[src/rtl/rs_issue_bank_pkg.sv]
// rtl/rs_issue_bank_pkg.sv - shared types, sizes and the operand wakeup helper
//   Types:  control_bits, cdb {tag, value}, rs_entry (one reservation station)
//   Consts: RS_SIZE, ROB_SIZE, TAG_W, DATA_W, AGE_W, RS_IDX_W, NO_TAG, AGE_MAX
package rs_issue_bank_pkg;

  localparam int RS_SIZE  = 8;
  localparam int ROB_SIZE = 64;
  localparam int TAG_W    = $clog2(ROB_SIZE);
  localparam int DATA_W   = 32;
  localparam int AGE_W    = 4;
  localparam int RS_IDX_W = $clog2(RS_SIZE);

  localparam logic [TAG_W-1:0] NO_TAG  = '0;
  localparam logic [AGE_W-1:0] AGE_MAX = '1;

  typedef struct packed {
    logic [3:0] alu_op;
    logic [1:0] fu_sel;
    logic       use_imm;
    logic       is_branch;
  } control_bits;

  typedef struct packed {
    logic [TAG_W-1:0]  tag;
    logic [DATA_W-1:0] value;
  } cdb;

  typedef struct packed {
    logic              busy;
    control_bits       ctrl_bits;
    logic [TAG_W-1:0]  tag;
    logic [DATA_W-1:0] value_1;
    logic [DATA_W-1:0] value_2;
    logic [TAG_W-1:0]  tag_1;
    logic [TAG_W-1:0]  tag_2;
    logic [DATA_W-1:0] imm;
  } rs_entry;

  // Resolve any operand whose pending tag is broadcast on a CDB.
  // An operand with a pending tag never matches an idle (tag 0) CDB,
  // since its own tag is nonzero. cdb1 wins when both CDBs match.
  function automatic rs_entry wake_entry(rs_entry e, cdb c1, cdb c2);
    rs_entry r;
    r = e;
    if (e.tag_1 != NO_TAG) begin
      if (c1.tag == e.tag_1) begin
        r.value_1 = c1.value;
        r.tag_1   = NO_TAG;
      end else if (c2.tag == e.tag_1) begin
        r.value_1 = c2.value;
        r.tag_1   = NO_TAG;
      end
    end
    if (e.tag_2 != NO_TAG) begin
      if (c1.tag == e.tag_2) begin
        r.value_2 = c1.value;
        r.tag_2   = NO_TAG;
      end else if (c2.tag == e.tag_2) begin
        r.value_2 = c2.value;
        r.tag_2   = NO_TAG;
      end
    end
    return r;
  endfunction

endpackage

[src/rtl/rs_issue_bank_oldest_select.sv]
// rtl/rs_issue_bank_oldest_select.sv - pick the oldest ready station (rs_oldest_select)
//   ready_i : per-station ready flags
//   age_i   : per-station age counters
//   idx_o   : index of the ready station with maximum age, lowest index on ties; 0 if none
//   valid_o : any station ready
module rs_oldest_select #(
  parameter int RS_SIZE = 8,
  parameter int AGE_W   = 4,
  localparam int IDX_W  = $clog2(RS_SIZE)
) (
  input  logic [RS_SIZE-1:0]            ready_i,
  input  logic [RS_SIZE-1:0][AGE_W-1:0] age_i,
  output logic [IDX_W-1:0]              idx_o,
  output logic                          valid_o
);

  logic [AGE_W-1:0] best_age;

  // Strict '>' keeps the earlier (lower) index when ages tie.
  always_comb begin
    idx_o    = '0;
    valid_o  = 1'b0;
    best_age = '0;
    for (int i = 0; i < RS_SIZE; i++) begin
      if (ready_i[i] && (!valid_o || (age_i[i] > best_age))) begin
        valid_o  = 1'b1;
        idx_o    = IDX_W'(i);
        best_age = age_i[i];
      end
    end
  end

endmodule

[src/rtl/rs_issue_bank.sv]
// rtl/rs_issue_bank.sv - reservation-station array with CDB wakeup and oldest-ready issue
//   clk, reset (sync, active-low)
//   alloc_valid/alloc_id/alloc_entry : write one station per cycle
//   cdb1, cdb2                       : result broadcasts, tag 0 = idle
//   flush                            : squash all stations
//   res_stations, rs_full            : registered array and all-busy flag
//   issue_valid/issue_entry/issue_id : oldest ready station, accepted on issue_ready
module rs_issue_bank
  import rs_issue_bank_pkg::*;
(
  input  logic                         clk,
  input  logic                         reset,
  input  logic                         alloc_valid,
  input  logic [RS_IDX_W-1:0]          alloc_id,
  input  rs_entry                      alloc_entry,
  input  cdb                           cdb1,
  input  cdb                           cdb2,
  input  logic                         flush,
  output rs_entry [RS_SIZE-1:0]        res_stations,
  output logic                         rs_full,
  output logic                         issue_valid,
  output rs_entry                      issue_entry,
  output logic [RS_IDX_W-1:0]          issue_id,
  input  logic                         issue_ready
);

  rs_entry [RS_SIZE-1:0]            ent_q, ent_d;
  logic [RS_SIZE-1:0][AGE_W-1:0]    age_q, age_d;
  rs_entry                          woken [RS_SIZE];
  rs_entry                          alloc_woken;
  logic [RS_SIZE-1:0]               busy_vec;
  logic [RS_SIZE-1:0]               ready_vec;
  logic [RS_IDX_W-1:0]              sel_idx;
  logic                             sel_valid;
  logic                             issue_fire;

  // Per-station wakeup against both CDBs.
  genvar g;
  generate
    for (g = 0; g < RS_SIZE; g++) begin : g_wake
      assign woken[g]     = wake_entry(ent_q[g], cdb1, cdb2);
      assign busy_vec[g]  = ent_q[g].busy;
      assign ready_vec[g] = ent_q[g].busy && (ent_q[g].tag_1 == NO_TAG)
                                          && (ent_q[g].tag_2 == NO_TAG);
    end
  endgenerate

  // The incoming entry snoops the same broadcasts so a result seen in the
  // allocate cycle is not lost.
  assign alloc_woken = wake_entry(alloc_entry, cdb1, cdb2);

  rs_oldest_select #(
    .RS_SIZE (RS_SIZE),
    .AGE_W   (AGE_W)
  ) u_select (
    .ready_i (ready_vec),
    .age_i   (age_q),
    .idx_o   (sel_idx),
    .valid_o (sel_valid)
  );

  assign issue_valid  = sel_valid;
  assign issue_id     = sel_idx;
  assign issue_entry  = sel_valid ? ent_q[sel_idx] : '0;
  assign issue_fire   = sel_valid && issue_ready;
  assign rs_full      = &busy_vec;
  assign res_stations = ent_q;

  // Priority, lowest to highest: wakeup/aging, issue, allocation, flush.
  always_comb begin
    for (int i = 0; i < RS_SIZE; i++) begin
      ent_d[i] = ent_q[i];
      age_d[i] = age_q[i];
      if (ent_q[i].busy) begin
        ent_d[i] = woken[i];
        if (age_q[i] != AGE_MAX) begin
          age_d[i] = age_q[i] + AGE_W'(1);
        end
      end
      if (issue_fire && (sel_idx == RS_IDX_W'(i))) begin
        ent_d[i].busy = 1'b0;
        age_d[i]      = '0;
      end
      if (alloc_valid && (alloc_id == RS_IDX_W'(i))) begin
        ent_d[i] = alloc_woken;
        age_d[i] = '0;
      end
      if (flush) begin
        ent_d[i].busy = 1'b0;
        age_d[i]      = '0;
      end
    end
  end

  always_ff @(posedge clk) begin
    if (!reset) begin
      ent_q <= '0;
      age_q <= '0;
    end else begin
      ent_q <= ent_d;
      age_q <= age_d;
    end
  end

  // Writing a busy station is a scheduler bug, unless that station is being
  // issued in the same cycle or a flush discards the write.
  a_no_alloc_into_busy: assert property (
    @(posedge clk) disable iff (!reset)
    (alloc_valid && !flush && ent_q[alloc_id].busy) |-> (issue_fire && (sel_idx == alloc_id))
  );

endmodule

[config.mk]
export PLATFORM = sky130hd
export DESIGN_NAME = rs_issue_bank
export DESIGN_NICKNAME = d
export VERILOG_FILES = /design/src/rtl/rs_issue_bank_pkg.sv /design/src/rtl/rs_issue_bank_oldest_select.sv /design/src/rtl/rs_issue_bank.sv
export SDC_FILE = /design/constraint.sdc
export NUM_CORES = 2
export LEC_CHECK = 0
export CAP_MARGIN = 20
export CORE_AREA = 3 3 508 510
export DETAILED_ROUTE_END_ITERATION = 16
export DIE_AREA = 0 0 511 513
export PLACE_DENSITY = 0.47
export RECOVER_POWER = 100
export REMOVE_ABC_BUFFERS = 1
export SYNTH_ARGS = -nofsm -noshare
export SYNTH_HDL_FRONTEND = slang
export SYNTH_SLANG_ARGS = --single-unit
export TNS_END_PERCENT = 10
[constraint.sdc]
create_clock -name clk -period 28.3 [get_ports clk]
set_input_delay 5.66 -clock clk [delete_from_list [all_inputs] [get_ports clk]]
set_output_delay 5.66 -clock clk [all_outputs]
set_load 0.01 [all_outputs]
-- Word level (Yosys, flattened, before mapping)
Index checks and enable logic that the tools add are counted.
- bits in registers: 1016
- input port bits: 207
- output and inout port bits: 1112
- logic and storage cells: 492
- add/subtract/negate cells: 8
- order comparisons: 8
- equality and inequality tests: 58
- muxes and demuxes: 157
- bitwise logic cells: 1
- reduce and logical (&&, ||, !) cells: 164
- operators by type and width (kind ; count):
    $mux 123 ; 18
    $mux 32 ; 54
    $bmux 123 s3 ; 1
    $mux 6 ; 54
    $eq 6x6->1 ; 36
    $reduce_bool 6->1 ; 18
    $logic_not 6->1 ; 16
    $reduce_and 3->1 ; 16
    $reduce_bool 2->1 ; 24
    $reduce_bool 3->1 ; 16
    $logic_and 1x1->1 ; 40
    $add 4x1->4 const B ; 8
    $ne 4x4->1 const B ; 8
    $reduce_or 4->1 ; 8
    $gt 4x4->1 ; 7
    $mux 4 ; 7
    $eq 3x3->1 const B ; 8
    $mux 1 ; 17
    $reduce_and 2->1 ; 8
    $eq 3x2->1 const B ; 4
    $mux 3 ; 4
    $reduce_and 8->1 ; 1
    $logic_not 1->1 ; 7
    $logic_or 1x1->1 ; 7
    6 further kinds ; 9

-- Depth between registers and ports, before layout
- depth after elaboration: 36
- gate-level depth with buffers: 62
- depth with buffers taken out: 54

-- Modules after synthesis
Synthesis repeated with hierarchy kept, for this count alone.
- cells, all modules: 6742
- area, all modules: 60759.5 sq um
- modules (own cells, without submodules) (module ; instances ; cells an instance ; area each (sq um) ; seq. area each (sq um)):
    rs_issue_bank ; 1 ; 6564 ; 59375.7 ; 20339.5
    rs_oldest_select ; 1 ; 178 ; 1383.8 ; 0.0

-- Least setup slack after synthesis
No wires, ideal clock.
- path type: register -> output
- start: reg ent_q (netlist bit res_stations[122])
- end: out issue_entry[100] (netlist bit)
- arrival time: 12041 ps
- required time: 22640 ps
- slack: 10599 ps
- stages on the path, launching flop included: 58
- path buffers: 8
- cell sequence: dfxtp_1 clkbuf_1 nor3b_1 and4_1 buf_2 nand2_1 ha_1 a2111oi_0 or3_1 o211ai_1 and2_1 ha_1 nor2b_1 o211a_1 o21ai_0 a211oi_1 a21o_1 ha_1 [22 not listed] o21ai_0 a32o_1 o31ai_2 nand2_1 clkbuf_1 clkbuf_1 nor2_1 a31o_2 ha_1 nor2b_1 o211ai_1 a21oi_1 nor4bb_2 and2_1 buf_2 clkbuf_1 o211ai_1 o221ai_1
- RTL lines (element ; RTL line ; source):
    start: declaration ; rs_issue_bank.sv:27 ; rs_entry [RS_SIZE-1:0] ent_q, ent_d;
    start signal: assignment ; rs_issue_bank.sv:100 ; ent_q <= ent_d;
    end: declaration ; rs_issue_bank.sv:22 ; output rs_entry issue_entry,

==> flow_metrics.env <==
export IMPL_p_int_mw=2.69
export IMPL_whs_path_depth=2
export IMPL_root_buffer="clkbuf_16"
export IMPL_p_comb_frac=0.138
export IMPL_route_detailed_drc=0
export IMPL_grt_max_degree=232
export IMPL_fin_cells=11600
export IMPL_final_common_cell="dlygate4sd3_1"
export IMPL_min_path_type="reg -> reg"
export IMPL_regArea_sq_um=20300
export IMPL_dr_pass1_iters=7
export IMPL_avgSynthCellArea_sq_um=8.47
export IMPL_drt_total_wl_mm=436
export IMPL_max_freq_mhz=38.5
export IMPL_drive_gt1_frac=0.0526
export IMPL_clockPowerShare=0.470
export IMPL_async_flop_share=0
export IMPL_slew_violations=2058
export IMPL_grt_pass1_wl_mm=585
export IMPL_hold_violations=0
export IMPL_row_count=185
export IMPL_yosysUniqueCellTypes=76
export IMPL_n_fill_cell=26100
export IMPL_core_sq_um=254000
export IMPL_postPlaceCellArea_sq_um=78000
export IMPL_grtUsageTotal=0.315
export IMPL_dieArea_sq_um=262000
export IMPL_ys_flop_type="dfxtp_1"
export IMPL_die_w_microns=511
export IMPL_area_growth_pct=31.6
export IMPL_slowest_delay_ns=1.60
export IMPL_crit_arrival_ns=20.35
export IMPL_clock_latency_ns=0.82
export IMPL_multi_input_area_sq_um=38700
export IMPL_setup_viol=0
export IMPL_antenna_found_initial=38
export IMPL_power_density_nw_per_um2=46.8
export IMPL_crit_buf_inv=6
export IMPL_worst_path_stages=56
export IMPL_drtAntennaViolNets=0
export IMPL_worst_pin_slew_ns=9.30
export IMPL_synth_area_sq_um=62500
export IMPL_power_switching_mw=1.15
export IMPL_cts_tree="done"
export IMPL_ctsLongestPathBuffers=3
export IMPL_slew_headroom=-5.20
export IMPL_crit_fanout=47
export IMPL_swShare=0.300
export IMPL_vias=68900
export IMPL_p_leak_nw=34.0
export IMPL_overflow=0
export IMPL_synth_yosys_warnings=0
export IMPL_die_height_microns=513
export IMPL_io_buffers=1306
export IMPL_vdd_drop_max_mv=0.0594
export IMPL_placed_cells=11300
export IMPL_skew_ns=0.0592
export IMPL_cp_common_cell="ha_1"
export IMPL_outcome="finished with violations"
export IMPL_cp_required_ns=22.64
export IMPL_synthCells=7377
export IMPL_start_util=0.246
export IMPL_critPathTopFamily="compound AO/OA/AOI/OAI gates"
export IMPL_cts_resized=0
export IMPL_routedWlPerCell_microns=37.6
export IMPL_pin_count=1319
export IMPL_numClockSinks=1016
export IMPL_drt_iter0_drc=8068
export IMPL_fin_nets=8340
export IMPL_maxCapViolCount=43
export IMPL_rsz0062_at_grt="false"
export IMPL_cts_buffers=138
export IMPL_crit_path_top_delay_cell="nand2_1"
export IMPL_crit_path_end_kind="primary output"
export IMPL_viasPerCell=5.95
export IMPL_violations="capacitance limit, slew limit"
export IMPL_synth_edff_count=0
export IMPL_finalWorstPathRequiredPeriod_ns=26.01
export IMPL_post_cts_buffers=0
export IMPL_hpwl_mm=292
export IMPL_clkTransAtPathRegs_ns=0.05
export IMPL_seq_power_share=0.392
export IMPL_rr_worst_depth=54
export IMPL_fin_crit_sh=0.919
export IMPL_ys_seq_elements=1016
export IMPL_final_area_sq_um=82200
export IMPL_crit_type="reg -> out"
export IMPL_cts_max_level=4
export IMPL_fin_total_pwr_mw=3.84
export IMPL_final_cell_mix="dlygate4sd3_1, dfxtp_1, nand2_1, mux2i_1, nor2b_1"
export IMPL_postCtsHoldBufs=0
export IMPL_gp_congestion=0.916
export IMPL_grt_pass1_vias=65500
export IMPL_seq_area_frac_synth=0.326
export IMPL_worstSetupStartpointType="register"
-- stage by stage --
stage / hold slack (ns) / utilization / setup WS (ns) / setup TNS, ns
finish: 0.474 / 0.324 / 2.29 / 0
global route: 0.489 / 0.324 / 1.29 / 0
floorplan: 0.470 / - / -2.31 / -252.24
CTS: 0.479 / 0.325 / 3.54 / 0
global placement: 0.466 / 0.307 / 4.06 / 0
detailed placement: 0.472 / 0.307 / 4.52 / 0
-- worst register-to-register path, delay by kind of cell, from the launching register on --
kind                       cells  cell delay, ns
AOI/OAI and AO/OA             21            6.77
adders and majority gates      7            2.06
buffers and inverters          4            2.73
DFF                            1            0.36
and+or+nand+nor               22            6.75
-- final timing paths --
check | start | endpoint | slack, ns
min reg2reg | res_stations[255] | res_stations[255] | 0.47
max | res_stations[37] | issue_entry[58] | 2.29
min | res_stations[255] | res_stations[255] | 0.47
max reg2reg | res_stations[37] | age_q[2] | 9.56
-- cells in the mapped netlist (8+ instances only) --
master	number	area (sq um)
dfxtp_1	1016	20300
nand2_1	783	2940
mux2i_1	732	7330
clkbuf_1	672	2520
nor2b_1	619	3870
nor3_1	527	2640
a221oi_1	512	4480
a21boi_0	368	2760
nor2_1	175	657
a22oi_1	161	1210
and2_1	131	820
o31ai_1	128	961
xnor2_1	122	1070
o211ai_1	120	901
nand2b_1	114	713
or3_1	114	713
o2111a_1	110	1240
o221ai_1	110	963
o311a_1	110	1100
xor2_1	109	955
buf_1	86	323
buf_2	83	415
buf_4	72	541
o2bb2ai_1	64	561
nand3_1	53	265
a21oi_1	52	260
ha_1	36	450
nor4_1	31	194
nand4_1	29	181
inv_1	19	71.3
a21o_1	8	60.1
-- metal layers --
metal / global-route usage / part of all wire
met1: 0.373 / 0.38
met5: 0 / 0.00021
met3: 0.0851 / 0.096
met4: 0.197 / 0.073
met2: 0.504 / 0.45
-- cell type report --
| cell class | count | area share |
|---|---|---|
| Antenna cell | 23 | 0.000700 |
| Timing Repair Buffer | 1488 | 0.174 |
| Inverter | 20 | 0.000974 |
| Clock buffer | 202 | 0.0487 |
| Tap cell | 3366 | 0.0512 |
| Sequential cell | 1016 | 0.247 |
| Clock inverter | 35 | 0.00642 |
| Multi-Input combinational cell | 5433 | 0.471 |
-- registers in the layout, summed over array words and instances, names as in the netlist --
signal / cells
age_q: 32
res_stations: 984
-- logic make-up (layout without fill, tap and decap cells) --
kind of cell / Yosys count / in the layout / synth area share
compound gates: 1803 / 1803 / 0.240
other cells: 1 / 35 / 0.0000600
simple gates: 2618 / 2618 / 0.214
buf+inv: 939 / 1745 / 0.0628
xor+xnor: 231 / 231 / 0.0324
mux: 733 / 733 / 0.117
fa+ha+maj: 36 / 36 / 0.00721
flops: 1016 / 1016 / 0.326
-- power by group through the flow --
stage	Combinational, mW	Sequential (mW)	Clock (mW)
global placement	0.525	1.54	0
CTS	0.530	1.50	1.83
floorplan	0.216	1.53	0
finish	0.532	1.51	1.81
global route	0.551	1.51	1.88
detailed placement	0.528	1.54	0
Power figures use the tool's default switching activity.
